==> src/rtl/lsu_pkg.sv <==
// Shared types and helpers for the load/store memory initiator.
package lsu_pkg;

  typedef enum logic [1:0] {
    WDT_8  = 2'd0,
    WDT_16 = 2'd1,
    WDT_32 = 2'd2,
    WDT_64 = 2'd3
  } wdt_e;

  typedef enum logic [1:0] {
    StIdle    = 2'd0,
    StReq     = 2'd1,
    StWaitRsp = 2'd2,
    StDone    = 2'd3
  } lsu_state_e;

  // Byte-lane mask of an access before shifting to its offset.
  function automatic logic [7:0] wdt_to_mask(wdt_e wdt);
    logic [7:0] m;
    unique case (wdt)
      WDT_8:  m = 8'h01;
      WDT_16: m = 8'h03;
      WDT_32: m = 8'h0F;
      WDT_64: m = 8'hFF;
    endcase
    return m;
  endfunction

  // Offset bits that are meaningful for an access size; the rest are below the size.
  function automatic logic [2:0] wdt_off_mask(wdt_e wdt);
    logic [2:0] m;
    unique case (wdt)
      WDT_8:  m = 3'b111;
      WDT_16: m = 3'b110;
      WDT_32: m = 3'b100;
      WDT_64: m = 3'b000;
    endcase
    return m;
  endfunction

endpackage

==> src/rtl/lsu_lane_align.sv <==
// Byte-lane alignment: load extract/extend, store data shift and write mask.
module lsu_lane_align
  import lsu_pkg::*;
(
  input  logic [63:0] rdata,
  input  logic [63:0] wdata,
  input  logic [2:0]  off,
  input  logic [1:0]  wdt,
  input  logic        sext,
  output logic [63:0] rdata_ext,
  output logic [63:0] wdata_sh,
  output logic [7:0]  wmask
);

  logic [63:0] lane;

  // Shift the addressed lane down, extend it; shift store data/mask up.
  always_comb begin
    lane = rdata >> {off, 3'b000};
    unique case (wdt_e'(wdt))
      WDT_8:  rdata_ext = {{56{sext & lane[7]}}, lane[7:0]};
      WDT_16: rdata_ext = {{48{sext & lane[15]}}, lane[15:0]};
      WDT_32: rdata_ext = {{32{sext & lane[31]}}, lane[31:0]};
      WDT_64: rdata_ext = rdata;
    endcase
    wdata_sh = wdata << {off, 3'b000};
    wmask    = wdt_to_mask(wdt_e'(wdt)) << off;
  end

endmodule

==> src/rtl/lsu_mem_initiator.sv <==
// Load/store initiator between execute and the 64-bit data memory port.
// Optional macro LSU_MISALIGN_TRAP_EN: misaligned accesses complete at once with rsp_err=1
// and issue no memory request; otherwise the low offset bits below the size are ignored.
module lsu_mem_initiator
  import lsu_pkg::*;
#(
  parameter int unsigned TIMEOUT_CYCLES = 256,
  parameter int unsigned CNT_W          = 9
) (
  input  logic        clk,
  input  logic        rst,
  input  logic        req_valid,
  output logic        req_ready,
  input  logic        req_is_store,
  input  logic [63:0] req_addr,
  input  logic [63:0] req_wdata,
  input  logic [1:0]  req_wdt,
  input  logic        req_sext,
  output logic        mem_req_valid,
  input  logic        mem_req_ready,
  output logic [63:0] mem_addr,
  output logic        mem_wen,
  output logic [63:0] mem_wdata,
  output logic [7:0]  mem_wmask,
  input  logic        mem_rsp_valid,
  input  logic [63:0] mem_rdata,
  output logic        rsp_valid,
  input  logic        rsp_ready,
  output logic [63:0] rsp_rdata,
  output logic        rsp_err
);

  localparam logic [CNT_W-1:0] CntLast = CNT_W'(TIMEOUT_CYCLES - 1);

  lsu_state_e       state;
  logic [CNT_W-1:0] cnt;
  logic             is_store_q;
  logic [2:0]       off_q;
  logic [1:0]       wdt_q;
  logic             sext_q;

  logic [2:0]  off_in;
  logic        misaligned;
  logic [2:0]  al_off;
  logic [1:0]  al_wdt;
  logic [63:0] al_rdata_ext;
  logic [63:0] al_wdata_sh;
  logic [7:0]  al_wmask;

  assign off_in = req_addr[2:0] & wdt_off_mask(wdt_e'(req_wdt));

`ifdef LSU_MISALIGN_TRAP_EN
  assign misaligned = |(req_addr[2:0] & ~wdt_off_mask(wdt_e'(req_wdt)));
`else
  assign misaligned = 1'b0;
`endif

  // Aligner sees the live request in IDLE (store shift) and the captured one later (load extract).
  assign al_off = (state == StIdle) ? off_in  : off_q;
  assign al_wdt = (state == StIdle) ? req_wdt : wdt_q;

  lsu_lane_align u_align (
    .rdata     (mem_rdata),
    .wdata     (req_wdata),
    .off       (al_off),
    .wdt       (al_wdt),
    .sext      (sext_q),
    .rdata_ext (al_rdata_ext),
    .wdata_sh  (al_wdata_sh),
    .wmask     (al_wmask)
  );

  // FSM with registered handshake and memory outputs.
  always_ff @(posedge clk or posedge rst) begin
    if (rst) begin
      state         <= StIdle;
      cnt           <= '0;
      is_store_q    <= 1'b0;
      off_q         <= '0;
      wdt_q         <= '0;
      sext_q        <= 1'b0;
      req_ready     <= 1'b1;
      mem_req_valid <= 1'b0;
      mem_addr      <= '0;
      mem_wen       <= 1'b0;
      mem_wdata     <= '0;
      mem_wmask     <= '0;
      rsp_valid     <= 1'b0;
      rsp_rdata     <= '0;
      rsp_err       <= 1'b0;
    end else begin
      unique case (state)
        StIdle: begin
          if (req_valid) begin
            req_ready  <= 1'b0;
            is_store_q <= req_is_store;
            off_q      <= off_in;
            wdt_q      <= req_wdt;
            sext_q     <= req_sext;
            if (misaligned) begin
              state     <= StDone;
              rsp_valid <= 1'b1;
              rsp_err   <= 1'b1;
              rsp_rdata <= '0;
            end else begin
              state         <= StReq;
              mem_req_valid <= 1'b1;
              mem_addr      <= {req_addr[63:3], 3'b000};
              mem_wen       <= req_is_store;
              mem_wdata     <= req_is_store ? al_wdata_sh : 64'd0;
              mem_wmask     <= req_is_store ? al_wmask : 8'd0;
            end
          end
        end
        StReq: begin
          if (mem_req_ready) begin
            mem_req_valid <= 1'b0;
            cnt           <= '0;
            state         <= StWaitRsp;
          end
        end
        StWaitRsp: begin
          // A response on the final counted cycle still wins over the timeout.
          if (mem_rsp_valid) begin
            rsp_valid <= 1'b1;
            rsp_err   <= 1'b0;
            rsp_rdata <= is_store_q ? 64'd0 : al_rdata_ext;
            state     <= StDone;
          end else if (cnt == CntLast) begin
            rsp_valid <= 1'b1;
            rsp_err   <= 1'b1;
            rsp_rdata <= '0;
            state     <= StDone;
          end else begin
            cnt <= cnt + 1'b1;
          end
        end
        StDone: begin
          if (rsp_ready) begin
            rsp_valid <= 1'b0;
            rsp_err   <= 1'b0;
            rsp_rdata <= '0;
            req_ready <= 1'b1;
            state     <= StIdle;
          end
        end
      endcase
    end
  end

endmodule

==> config.mk <==
export PLATFORM = sky130hd
export DESIGN_NAME = lsu_mem_initiator
export DESIGN_NICKNAME = d
export VERILOG_FILES = /design/src/rtl/lsu_pkg.sv /design/src/rtl/lsu_lane_align.sv /design/src/rtl/lsu_mem_initiator.sv
export SDC_FILE = /design/constraint.sdc
export NUM_CORES = 1
export LEC_CHECK = 0
export ABC_CLOCK_PERIOD_IN_PS = 8100
export BUFFER_PORTS_ARGS = -buffer_cell sky130_fd_sc_hd__buf_4
export CAP_MARGIN = 20
export CORE_MARGIN = 2
export CORE_UTILIZATION = 30
export CTS_CLUSTER_SIZE = 28
export DETAILED_ROUTE_END_ITERATION = 7
export PLACE_DENSITY_LB_ADDON = 0.15
export SYNTH_ARGS = -nofsm -noshare
export SYNTH_HDL_FRONTEND = slang
export SYNTH_SLANG_ARGS = --single-unit
==> constraint.sdc <==
create_clock -name clk -period 8.1 [get_ports clk]
set_clock_uncertainty 0.05 [all_clocks]
set_input_delay 0.405 -clock clk [delete_from_list [all_inputs] [get_ports clk]]
set_output_delay 0.405 -clock clk [all_outputs]
set_load 0.01 [all_outputs]
======== Yosys cells after proc, flatten, opt, wreduce, memory -nomap -nowiden ========
Cells that the tools add are included.
operators by class
  muxes and demuxes ....................... 34
  equal/unequal tests ..................... 16
  shift operators ......................... 3
  bitwise logic cells ..................... 4
  reductions and logical operators ........ 13
  add/subtract/negate cells ............... 1
operators with widths
  operator                                             number
  two-way mux 64 bit                                   5
  one-hot mux 64 bit (4 select lines)                  1
  one-hot mux 64 bit (2 select lines)                  1
  << shifter 64 x 6 -> 64 bit                          1
  right shift 64 x 6 -> 32 bit                         1
  one-hot mux 8 bit (4 select lines)                   1
  two-way mux 9 bit                                    3
  one-hot mux 9 bit (2 select lines)                   1
  equality test 2 bit, second input constant           6
  two-way mux 2 bit                                    6
  one-hot mux 3 bit (4 select lines)                   1
  inequality test 2 bit, second input constant         5
  adder 9 x 1 -> 9 bit, second input constant          1
  equality test 9 x 8 -> 1 bit, second input constant  1
  AND reduction 3 bit                                  3
  two-way mux 1 bit                                    8
  two-way mux 8 bit                                    1
  one-hot mux 1 bit (2 select lines)                   4
  one-hot mux 2 bit (4 select lines)                   1
  AND reduction 4 bit                                  2
  nonzero test 2 bit                                   4
  << shifter 8 x 3 -> 8 bit                            1
  equality test 2 x 1 -> 1 bit, second input constant  3
  logical NOT 2 bit                                    3
  5 further kinds                                      7
word-level totals
  output and inout port bits .............. 205
  register bits ........................... 219
  word-level logic and storage cells ...... 85
  input port bits ......................... 202

======== Logic depth before layout (Yosys ltp) ========
  depth in word-level cells ............... 10
  mapped depth ............................ 13
  mapped depth without buffers ............ 10

======== Modules after synthesis ========
From an unflattened synthesis, not the netlist that was laid out.
unflattened totals
  cells, all modules ...................... 1309
  area total of the unflattened synthesis .. 12853.6 um^2
modules (own cells, without submodules)
  module             area each (um^2)  cells each  instances  sequential area each (um^2)
  lsu_mem_initiator  8672.1            715         1          5481.5
  lsu_lane_align     4181.5            594         1          0.0

======== Worst setup path before layout ========
No wires, ideal clock.
  path type ............................... reg2reg
  from .................................... register state[0]
  to ...................................... register rsp_rdata[59]
  data required time ...................... 7.926 ns
  period minus slack after synthesis ...... 2.606 ns
  stages on the path, launching flop included .. 13
  path slack .............................. 5.494 ns
  arrival time ............................ 2.431 ns
  buffers on the path ..................... 3
  setup time .............................. 0.124 ns
  cells stage by stage .................... dfrtp_1 -> inv_1 -> ha_1 -> buf_6 -> nand2b_1 -> nand2_1 -> mux2_2 -> a222oi_1 -> or3b_1 -> buf_2 -> o211a_2 -> buf_6 -> a21oi_1
on the way
  word-level cells in the longest chain between the ends .. 8
  elaborated cells between the ends (all ways) .. 21
  classes of those cells .................. 7 x eq/ne; 1 x shift; 6 x mux; 3 x bitwise; 4 x reduce/logical
RTL lines
  element                               line                                                                       RTL
  from (decl)                           lsu_mem_initiator.sv:35                                                    lsu_state_e state;
  from (signal assigned)                lsu_mem_initiator.sv:76                                                    state <= StIdle;
  from (signal assigned)                lsu_mem_initiator.sv:101                                                   state <= StDone;
  from (signal assigned)                lsu_mem_initiator.sv:106                                                   state <= StReq;
  logical NOT 2 bit                     lsu_mem_initiator.sv:59, lsu_mem_initiator.sv:60, lsu_mem_initiator.sv:92
  two-way mux 3 bit                     lsu_mem_initiator.sv:59                                                    assign al_off = (state == StIdle) ? off_in : off_q;
  right shift 64 x 6 -> 32 bit          lsu_lane_align.sv:19                                                       lane = rdata >> {off, 3'b000};
  bitwise AND 1 bit (on tied branches)  lsu_lane_align.sv:23, lsu_lane_align.sv:21, lsu_lane_align.sv:22
  one-hot mux 64 bit (4 select lines)   lsu_lane_align.sv:20                                                       unique case (wdt_e'(wdt))
  two-way mux 64 bit                    lsu_mem_initiator.sv:127                                                   rsp_rdata <= is_store_q ? 64'd0 : al_rdata_ext;
  two-way mux 64 bit                    lsu_mem_initiator.sv:124                                                   if (mem_rsp_valid) begin
  one-hot mux 64 bit (2 select lines)   lsu_mem_initiator.sv:92                                                    unique case (state)
  to (signal assigned)                  lsu_mem_initiator.sv:127
  to (decl)                             lsu_mem_initiator.sv:29                                                    output logic [63:0] rsp_rdata,
Several ways; a longest one is shown, not always the timed one.
A chain may end at the register's enable or synchronous reset.

======== Worst setup path after layout ========
  from .................................... register state[1]
  to ...................................... register rsp_rdata[59]
Same word-level chain as after synthesis.

==> results.ini <==
[yosys]
postSynthCellCount = 1283
ys.flop_type = dfrtp_1
synth_area_sq_mm = 0.0121
synth_top_cell_by_area = dfrtp_1
synth-edff-count = 0
syn_area_per_cell_sq_um = 9.42
async_reset_ff_share_pct = 100
synthTopCellsByArea = dfrtp_1 45%, nand2_1 6.7%, mux2_2 6.1%
synth_top_area_share_pct = 45.1
yosys_warnings = 0
ys_ff_latch = 219
ys_types = 64
seq_area_frac_synth_pct = 45.4

[timing]
drv_slew = 0
period_share_pct = 59.2
tns_ns = 0
tightest_slew_ns = 1.14
slew_headroom_pct = 24.3
finalSetupViolCount = 0
hold_slack_ns = -0.0450
fmax_mhz = 208
fin_ws_ns = 3.30
period_needed_ns = 4.80
finalHoldViolCount = 18
rsz0062_at_grt = false

[status]
status = complete, but fails checks
failed_checks = negative hold slack

[clock_tree]
insertion_delay_ns = 0.56
cts-root-buf = clkbuf_16
cts_buffers = 29
cts_tree = built
path_clk_slew_ns = 0.06
cts.path.max_buffers = 3
clkSinkCount = 219
cts-htree-levels = 1
post_cts_resized = 0

[worst_setup_path]
cp-end-kind = flip-flop
crit_required_ns = 8.44
start_kind = flip-flop
arrival_ns = 5.14
critPathKind = flip-flop to flip-flop
path_max_fanout = 75

[place]
gp_congestion = 0.920
preCtsSetupSlack_ns = 3.37
hpwl_um = 35500
io_buffers = 403

[finish]
syn2layout_area_growth_pct = 38.6
drive_above_1_share_pct = 35.2
fin_util_pct = 42.2
nets = 1869

[min_path]
worstHoldPathType = input pin to async pin

[power_and_ir_drop]
ir_drop_mv = 0.248
p_leak_nw = 7.99
p_per_area_mw_per_mm2 = 408

[die]
die-height_um = 205
initial_core_util_pct = 30.4
dieArea_sq_mm = 0.0419
core_area_sq_mm = 0.0397
std_cell_rows = 73
die_w_um = 205
ioPinCount = 407

[routing]
avgRoutedWirePerCell_um = 22.4
avgViaCountPerCell = 5.31
drc = 0
routed_wl_um = 49600
drtIter0Drc = 1012
dr.pass1.iters = 6
num_vias = 11739
ant_nets = 0

[grt]
grt_first_pass_wirelength_um = 72900
grt_pass1_vias = 11294
antenna_found_initial = 3
grt_max_degree = 125
track_usage_pct = 22.8
overflow = 0

[job]
maxCapViolations = 0

## path summary, 6_finish.rpt
path / cells after the start / startpoint / endpoint / slack (ns)
max in group asynchronous: 4 / rst / mem_wmask[2]$_DFFE_PP0P_ / 6.07
worst max register to register: 11 / state[1]$_DFFE_PP0P_ / rsp_rdata[59]$_DFFE_PP0P_ / 3.30
worst max-delay path: 11 / state[1]$_DFFE_PP0P_ / rsp_rdata[59]$_DFFE_PP0P_ / 3.30
min in group clk: 2 / req_addr[7] / mem_addr[7]$_DFFE_PP0P_ / 0.03
worst min register to register: 1 / mem_wmask[7]$_DFFE_PP0P_ / mem_wmask[7]$_DFFE_PP0P_ / 0.43
worst min-delay path: 2 / rst / rsp_valid$_DFFE_PP0P_ / -0.04
## per-layer routing
layer	global-route usage, %	vias to the layer above	wire length (um)
li1	-	5420	-
met1	31.9	5738	22000
met2	35.5	521	22700
met3	4.72	60	3760
met4	6.55	0	1140
met5	0	-	0
## report_power, final
group	total [W]	switching (W)	leakage (nW)	internal, W
clock	0.00132	0.000517	0.489	0.000807
combinational	0.00372	0.00224	4.67	0.00148
sequential	0.00179	0.000274	2.83	0.00152
total	0.00683	0.00303	7.99	0.00380
## layout by cell type (no fill, tap or decap), types with 7 or more instances in the layout
cell	count
a22o_1	43
buf_4	423
a21o_1	7
a31oi_1	24
o21ai_1	24
nand2b_1	7
nor3_1	7
a22oi_1	35
clkinv_2	7
nor2_1	52
clkbuf_16	29
dlygate4sd3_1	27
a32oi_1	11
o211ai_1	7
nand2_1	214
a21oi_1	91
o22ai_1	18
dfrtp_1	218
ha_1	7
mux2i_1	69
nand3_1	76
o21ai_0	85
mux2_2	66
a21oi_2	29
mux4_2	9
## cells by family after synthesis
| family | count (synthesis) | synth area share (%) |
|---|---|---|
| buf+inv | 114 | 4.28 |
| xor+xnor | 5 | 0.362 |
| flops | 219 | 45.4 |
| simple gates | 388 | 14.0 |
| other cells | 1 | 0.0310 |
| mux | 144 | 13.5 |
| fa+ha+maj | 7 | 0.725 |
| compound gates | 405 | 21.7 |
## timing repair
action | in CTS | in global routing
endpoints found under the hold margin | 27 | 0
setup buffers | 0 | 0
hold buffers | 27 | 0
## critical path: stages, from the launching register on
cell       delay [ns]
dfrtp_1          0.40
inv_1            0.13
ha_1             0.16
buf_4            0.28
nand4bb_1        0.21
nand2_2          0.09
buf_4            0.70
mux2_2           0.41
a222oi_1         0.35
or3b_1           0.61
o211a_2          1.06
a21oi_1          0.13
## area by class of cell
cell class                      count  area [sq um]
Antenna cell                        3          7.51
Sequential cell                   219          5480
Clock inverter                     14           159
Timing Repair Buffer              450          3450
Inverter                            8          37.5
Multi-Input combinational cell    952          6130
Fill cell                        3954         23000
Clock buffer                       40           827
Tap cell                          525           657
## flip-flops by register name (all words and copies together) (netlist names), 2 cells and up
register   cells
mem_addr      61
mem_wdata     64
mem_wmask      8
state          2
rsp_rdata     64
wdt_q          2
cnt            9
off_q          3
## stage by stage
| step | std cells | cell area, sq um | power [W] |
|---|---|---|---|
| after floorplan | 1285 | 12100 | 0.00401 |
| after global placement | 2127 | 15500 | 0.00546 |
| after detailed placement | 2127 | 15500 | 0.00549 |
| after CTS | 2208 | 16700 | 0.00686 |
| after global routing | 2211 | 16700 | 0.00729 |
| final | 2211 | 16700 | 0.00683 |
## Yosys cell counts, types with 7 or more instances
cell / n
nand3_1: 76
a22o_1: 43
ha_1: 7
dfrtp_1: 218
a21oi_2: 29
clkbuf_1: 62
a21oi_1: 91
o21ai_0: 87
a31oi_1: 24
a32oi_1: 11
nand2b_1: 7
nor3_1: 7
o21ai_1: 23
a21o_1: 7
nor2_1: 52
mux2_2: 66
mux2i_1: 69
o22ai_1: 18
inv_1: 7
buf_1: 8
a22oi_1: 35
nand2_1: 217
o211ai_1: 7
mux4_2: 9
buf_2: 26
No activity file was read; power rests on OpenSTA's default activity.
